==> src/rtl/kf8259_inta_pkg.sv <==
// Shared types and constants for the KF8259 interrupt-acknowledge sequencer.
package kf8259_inta_pkg;

  typedef enum logic [2:0] {
    IDLE    = 3'd0,
    ACK1    = 3'd1,
    GAP     = 3'd2,
    ACK2    = 3'd3,
    DELIVER = 3'd4
  } inta_state_t;

  localparam logic [7:0] INTA_SPURIOUS_VECTOR = 8'hFF;

  function automatic int max3(input int a, input int b, input int c);
    int m;
    m = (a > b) ? a : b;
    return (m > c) ? m : c;
  endfunction

endpackage

==> src/rtl/kf8259_inta_pulse_timer.sv <==
// Loadable down-counter that saturates at zero and flags when it is there.
module kf8259_inta_pulse_timer #(
  parameter int WIDTH = 4
) (
  input  logic             clock,
  input  logic             reset_n,
  input  logic             load,
  input  logic [WIDTH-1:0] load_value,
  output logic             zero
);

  logic [WIDTH-1:0] count_r;

  // Count register: load wins, otherwise decrement until zero and hold there.
  always_ff @(posedge clock or negedge reset_n) begin
    if (!reset_n) begin
      count_r <= '0;
    end else if (load) begin
      count_r <= load_value;
    end else if (count_r != '0) begin
      count_r <= count_r - {{(WIDTH-1){1'b0}}, 1'b1};
    end else begin
      count_r <= count_r;
    end
  end

  assign zero = (count_r == '0);

endmodule

==> src/rtl/kf8259_inta_sequencer.sv <==
// Two-pulse INTA# sequencer: samples the KF8259 vector and hands it to the CPU.
// Optional DELIVER watchdog enabled by defining KF8259_INTA_TIMEOUT_EN.
module kf8259_inta_sequencer
  import kf8259_inta_pkg::*;
#(
  parameter int PULSE_WIDTH    = 4,
  parameter int GAP_WIDTH      = 2,
  parameter int TIMEOUT_CYCLES = 16
) (
  input  logic       clock,
  input  logic       reset_n,
  input  logic       interrupt_to_cpu,
  input  logic       interrupt_enable,
  input  logic [7:0] data_bus_in,
  input  logic       data_bus_io,
  output logic       interrupt_acknowledge_n,
  output logic [7:0] vector,
  output logic       vector_error,
  output logic       vector_valid,
  input  logic       vector_ready,
  output logic       busy,
  output logic       timeout
);

  localparam int CNT_W = $clog2(max3(PULSE_WIDTH, GAP_WIDTH, TIMEOUT_CYCLES)) + 1;
  localparam logic [CNT_W-1:0] PW_LOAD = CNT_W'(PULSE_WIDTH - 1);
  localparam logic [CNT_W-1:0] GW_LOAD = CNT_W'(GAP_WIDTH - 1);

  inta_state_t      state_r, next_state_s;
  logic             load_s;
  logic [CNT_W-1:0] load_value_s;
  logic             capture_s;
  logic             cnt_zero_s;
  logic             inta_n_r;
  logic [7:0]       vector_r;
  logic             vector_error_r;

`ifdef KF8259_INTA_TIMEOUT_EN
  localparam logic [CNT_W-1:0] TO_LOAD = CNT_W'(TIMEOUT_CYCLES - 1);
  logic timeout_set_s;
  logic timeout_r;
`endif

  kf8259_inta_pulse_timer #(.WIDTH(CNT_W)) u_timer (
    .clock      (clock),
    .reset_n    (reset_n),
    .load       (load_s),
    .load_value (load_value_s),
    .zero       (cnt_zero_s)
  );

  // Next-state and timer-load decode; once ACK1 starts the sequence runs to DELIVER.
  always_comb begin
    next_state_s = state_r;
    load_s       = 1'b0;
    load_value_s = '0;
    capture_s    = 1'b0;
`ifdef KF8259_INTA_TIMEOUT_EN
    timeout_set_s = 1'b0;
`endif
    case (state_r)
      IDLE: begin
        if (interrupt_to_cpu && interrupt_enable) begin
          next_state_s = ACK1;
          load_s       = 1'b1;
          load_value_s = PW_LOAD;
        end else begin
          next_state_s = IDLE;
        end
      end
      ACK1: begin
        if (cnt_zero_s) begin
          next_state_s = GAP;
          load_s       = 1'b1;
          load_value_s = GW_LOAD;
        end else begin
          next_state_s = ACK1;
        end
      end
      GAP: begin
        if (cnt_zero_s) begin
          next_state_s = ACK2;
          load_s       = 1'b1;
          load_value_s = PW_LOAD;
        end else begin
          next_state_s = GAP;
        end
      end
      ACK2: begin
        if (cnt_zero_s) begin
          next_state_s = DELIVER;
          capture_s    = 1'b1;
`ifdef KF8259_INTA_TIMEOUT_EN
          load_s       = 1'b1;
          load_value_s = TO_LOAD;
`endif
        end else begin
          next_state_s = ACK2;
        end
      end
      DELIVER: begin
        if (vector_ready) begin
          next_state_s = IDLE;
        end
`ifdef KF8259_INTA_TIMEOUT_EN
        else if (cnt_zero_s) begin
          next_state_s  = IDLE;
          timeout_set_s = 1'b1;
        end
`endif
        else begin
          next_state_s = DELIVER;
        end
      end
      default: begin
        next_state_s = IDLE;
      end
    endcase
  end

  // State, INTA# and captured vector registers.
  always_ff @(posedge clock or negedge reset_n) begin
    if (!reset_n) begin
      state_r        <= IDLE;
      inta_n_r       <= 1'b1;
      vector_r       <= 8'h00;
      vector_error_r <= 1'b0;
    end else begin
      state_r  <= next_state_s;
      // INTA# follows the state being entered so it is low exactly in ACK1/ACK2.
      inta_n_r <= !((next_state_s == ACK1) || (next_state_s == ACK2));
      if (capture_s) begin
        if (!data_bus_io) begin
          vector_r       <= data_bus_in;
          vector_error_r <= 1'b0;
        end else begin
          vector_r       <= INTA_SPURIOUS_VECTOR;
          vector_error_r <= 1'b1;
        end
      end else begin
        vector_r       <= vector_r;
        vector_error_r <= vector_error_r;
      end
    end
  end

`ifdef KF8259_INTA_TIMEOUT_EN
  // One-cycle watchdog pulse, coincident with vector_valid dropping.
  always_ff @(posedge clock or negedge reset_n) begin
    if (!reset_n) begin
      timeout_r <= 1'b0;
    end else begin
      timeout_r <= timeout_set_s;
    end
  end
  assign timeout = timeout_r;
`else
  assign timeout = 1'b0;
`endif

  assign interrupt_acknowledge_n = inta_n_r;
  assign vector                  = vector_r;
  assign vector_error            = vector_error_r;
  assign vector_valid            = (state_r == DELIVER);
  assign busy                    = (state_r != IDLE);

endmodule
==> config.mk <==
export PLATFORM = sky130hd
export DESIGN_NAME = kf8259_inta_sequencer
export DESIGN_NICKNAME = d
export VERILOG_FILES = /design/src/rtl/kf8259_inta_pkg.sv /design/src/rtl/kf8259_inta_pulse_timer.sv /design/src/rtl/kf8259_inta_sequencer.sv
export SDC_FILE = /design/constraint.sdc
export NUM_CORES = 1
export LEC_CHECK = 0
export CAP_MARGIN = 15
export CORE_MARGIN = 5
export CORE_UTILIZATION = 48
export CTS_BUF_LIST = sky130_fd_sc_hd__clkbuf_2 sky130_fd_sc_hd__clkbuf_4 sky130_fd_sc_hd__clkbuf_8
export DETAILED_ROUTE_END_ITERATION = 12
export PLACE_DENSITY = 0.81
export SLEW_MARGIN = 40
export SYNTH_ARGS = -nofsm -noshare
export SYNTH_HDL_FRONTEND = slang
export SYNTH_SLANG_ARGS = --single-unit
==> constraint.sdc <==
create_clock -name clock -period 1.9 [get_ports clock]
set_input_delay 0.19 -clock clock [delete_from_list [all_inputs] [get_ports clock]]
set_output_delay 0.19 -clock clock [all_outputs]
set_load 0.1 [all_outputs]
==> results <==
- The mapped netlist covers 935 sq um.
- Synthesis produced 90 cells.
- The total number of nets in the final design is roughly 140.
- Counting every net in the synthesized netlist gives 106.
- The number of hold violations in the final report was 0.
- The site row count is 16.
- The final critical delay including setup and external delays is 1.77 ns.
- The CTS sink count is 18.
- TritonCTS built the clock tree.
- CTS built an H-tree with a depth of 1.
- The via count of the first global-routing pass was 689.
- The latest clock arrival within the worst-skew pair is 0.29 ns.
- In the routed design, unresolved DRC markers number 0.
- Cells with a size suffix above 1 make up about a fifth of the layout.
- The area added between synthesis and finish is 31.2%.
- The die extent in y is 54.1 um.
- Setup violations remaining at the end of the flow were counted as 0.
- The worst setup path category is reg -> reg.
- In this run the standard cell core region covers ~1900 sq um.
- Sequential elements use 48.3% of the synthesized area.
- After legalization and detailed placement, the total HPWL measured 1500 um.
- Dividing the final minimum period by the clock period gives 93.0%.
- The max-slew violation total from the final report is 0.
- The most critical setup path has its startpoint at u_timer.count_r[0]$_DFFE_PN0P_.
- The largest fanout on the critical path is 4.
- Once detail routing completed, the nets flagged for antenna violations numbered 0.
- The fmax is 566 MHz.
- The critical path launch point type is a flip-flop.
- 27 I/O pins were placed.
- STA classifies the critical path endpoint as a flip-flop.
- The global-route wire length before repair is 2990 um.
- Measured on the finished design, the core utilization comes to 64.5%.
- The average detailed-routed wire length per instance is approximately 13 um.
- Across the run, the number of max-cap violations was 0.
- Entering global routing, the biggest net connects 12 pins.
- The antenna diode count is 0.
- The post-synthesis area per instance is a little over 10 sq um.
- The worst hold slack after final layout is 0.165 ns.
- The register clock-pin slew on the reported worst setup and hold paths is 0.11 ns.
- Summed over all layers, the global routing overflow is 0.
- The startpoint identified for the worst register-to-register timing path is u_timer.count_r[0]$_DFFE_PN0P_.
- The number of buffers added by the clock tree synthesis step is 3.
- At the worst endpoint, the arrival time is 1.98 ns.
- The endpoint identified for the worst register-to-register timing path is state_r[1]$_DFF_PN0_.
- The hold buffer count at CTS is 0.
- Counting cells, the worst reg-to-reg path comes to 5.
- Gates resized during post-CTS repair numbered 0.
- During placement, the flow inserted port buffers numbering 25.
- Routability-driven placement finished with a final weighted congestion of 0.879.
- The class of the worst hold path is in -> async.
- The run finished with clean final reports.
- The routed layout has 709 vias.
- The floorplan step defined a die boundary enclosing 2930 sq um.
- The count of warnings emitted by yosys is 0.
- The data required time at the worst endpoint is between 2 and 2.5 ns.
- The setup slack on the worst flop-to-flop path is 0.13 ns.
- After detailed routing, the number of vias per cell comes to 4.89.
- The final total negative setup slack is 0 ns.
- After synthesis the netlist holds a flip-flop and latch count of 18.
- The horizontal extent of the die is 54.1 um.
- In this run, the number of DRC markers left after iteration 0 of detailed routing was 8.
- The longest clock path from root to sink contains 2 buffers.
- Once the floorplan was initialized, standard cells occupied 49.1% of the core.
- In this run, distinct cell masters in the synthesized netlist total 32.
- Across every metal layer, demand over resource in global routing totals 14.1%.
- The first detailed-routing pass took 2 iterations.
- Post-CTS timing repair inserted 0 buffers for setup.
- The number of antenna violations at the first check in global routing is 0.
- The tree is rooted in a sky130_fd_sc_hd__clkbuf_4.
- The wire length after detailed routing is 1840 um.
- The clock arrives with 0.00496 ns of skew.
- Setup repair after global routing left no endpoint under its margin.
==> cell type report <==
class,instances,area [sq um]
timing repair buffer,28,255
tap,27,33.8
multi-input combinational,56,410
fill,160,676
clock buffer,4,30.0
inverter,12,45.0
sequential,18,452
==> synthesized netlist by cell type <==
cell,number,share of area [%]
sky130_fd_sc_hd__ha_1,2,2.7
sky130_fd_sc_hd__o221ai_1,1,0.94
sky130_fd_sc_hd__nor4b_4,1,2.5
sky130_fd_sc_hd__o21ai_0,5,2.7
sky130_fd_sc_hd__a22o_1,1,0.94
sky130_fd_sc_hd__nand3_2,1,1.1
sky130_fd_sc_hd__clkbuf_2,1,0.53
sky130_fd_sc_hd__dfrtp_1,17,46
sky130_fd_sc_hd__conb_1,1,0.40
sky130_fd_sc_hd__mux2i_1,9,9.6
sky130_fd_sc_hd__nor3_1,1,0.53
sky130_fd_sc_hd__mux2_4,1,1.6
sky130_fd_sc_hd__nand2b_1,2,1.3
sky130_fd_sc_hd__a211oi_1,1,0.80
sky130_fd_sc_hd__or4b_4,1,1.5
sky130_fd_sc_hd__a22oi_1,1,0.80
sky130_fd_sc_hd__nor2_1,12,4.8
sky130_fd_sc_hd__nor2b_1,2,1.3
sky130_fd_sc_hd__dfstp_2,1,2.8
sky130_fd_sc_hd__a21oi_1,3,1.6
sky130_fd_sc_hd__buf_1,1,0.40
sky130_fd_sc_hd__nand3b_1,1,0.80
sky130_fd_sc_hd__buf_4,1,0.80
sky130_fd_sc_hd__and3b_1,1,0.94
sky130_fd_sc_hd__or2b_1,1,0.80
sky130_fd_sc_hd__xnor2_1,2,1.9
sky130_fd_sc_hd__buf_6,1,1.2
sky130_fd_sc_hd__o311ai_0,1,0.94
sky130_fd_sc_hd__or3_1,2,1.3
sky130_fd_sc_hd__inv_1,12,4.8
sky130_fd_sc_hd__nand2_1,1,0.40
sky130_fd_sc_hd__nor3b_1,2,1.6
==> stage by stage <==
stage                     std cells  setup slack (ns)  cell area [sq um]
final                           145             0.134               1230
after global routing            145            0.0202               1230
after CTS                       145             0.130               1230
after detailed placement        141             0.146               1200
after global placement          141             0.220               1200
after floorplan                  90             0.176                935
==> per-layer routing <==
metal  vias to the layer above  share of wire, %  global-route usage (%)
met5                         -                 0                       0
met4                         0                 0                    2.49
met3                         0               5.0                    3.60
met2                        18                51                    24.3
met1                       340                44                    17.8
li1                        351                 -                       -
==> logic make-up after synthesis <==
family	count (synthesis)	synth area share, %
and+or+nand+nor	28	19.0
DFF	18	48.3
buffers and inverters	16	7.76
AOI/OAI and AO/OA	13	8.70
muxes	10	11.2
adders and majority gates	2	2.68
xor gates and xnor gates	2	1.87
other	1	0.401
==> flip-flops by register name (all words and copies together), names as in the netlist <==
| name | flops |
|---|---|
| state_r | 3 |
| u_timer.count_r | 5 |
| vector_error | 1 |
| interrupt_acknowledge_n | 1 |
| vector | 8 |
==> worst max-delay path by stage <==
stage	slack, ns	end	depth (start not counted)
floorplan	0.18	vector_error$_DFFE_PN0P_	6
global placement	0.22	state_r[1]$_DFF_PN0_	5
detailed placement	0.15	state_r[1]$_DFF_PN0_	5
CTS	0.13	state_r[1]$_DFF_PN0_	5
global route	0.02	state_r[1]$_DFF_PN0_	5
finish	0.13	state_r[1]$_DFF_PN0_	5
==> cell usage in the layout, fill, tap and decap left out, types with 3 or more instances in the layout <==
cell	count
sky130_fd_sc_hd__clkdlybuf4s50_1	13
sky130_fd_sc_hd__dfrtp_1	17
sky130_fd_sc_hd__a21oi_1	3
sky130_fd_sc_hd__inv_1	12
sky130_fd_sc_hd__mux2i_1	9
sky130_fd_sc_hd__buf_4	14
sky130_fd_sc_hd__clkbuf_4	4
sky130_fd_sc_hd__o21ai_0	5
sky130_fd_sc_hd__nor2_1	12
==> worst max-delay path, stage by stage (launching register included) <==
cell and delay, ns:
sky130_fd_sc_hd__dfrtp_1 0.42, sky130_fd_sc_hd__inv_1 0.12, sky130_fd_sc_hd__ha_1 0.22, sky130_fd_sc_hd__or4b_4 0.48
sky130_fd_sc_hd__or3_1 0.32, sky130_fd_sc_hd__a21oi_1 0.14
Power is left out: the tool's default activity adds up to more than one toggle a clock period on the data nets, which glitch-free logic cannot reach.
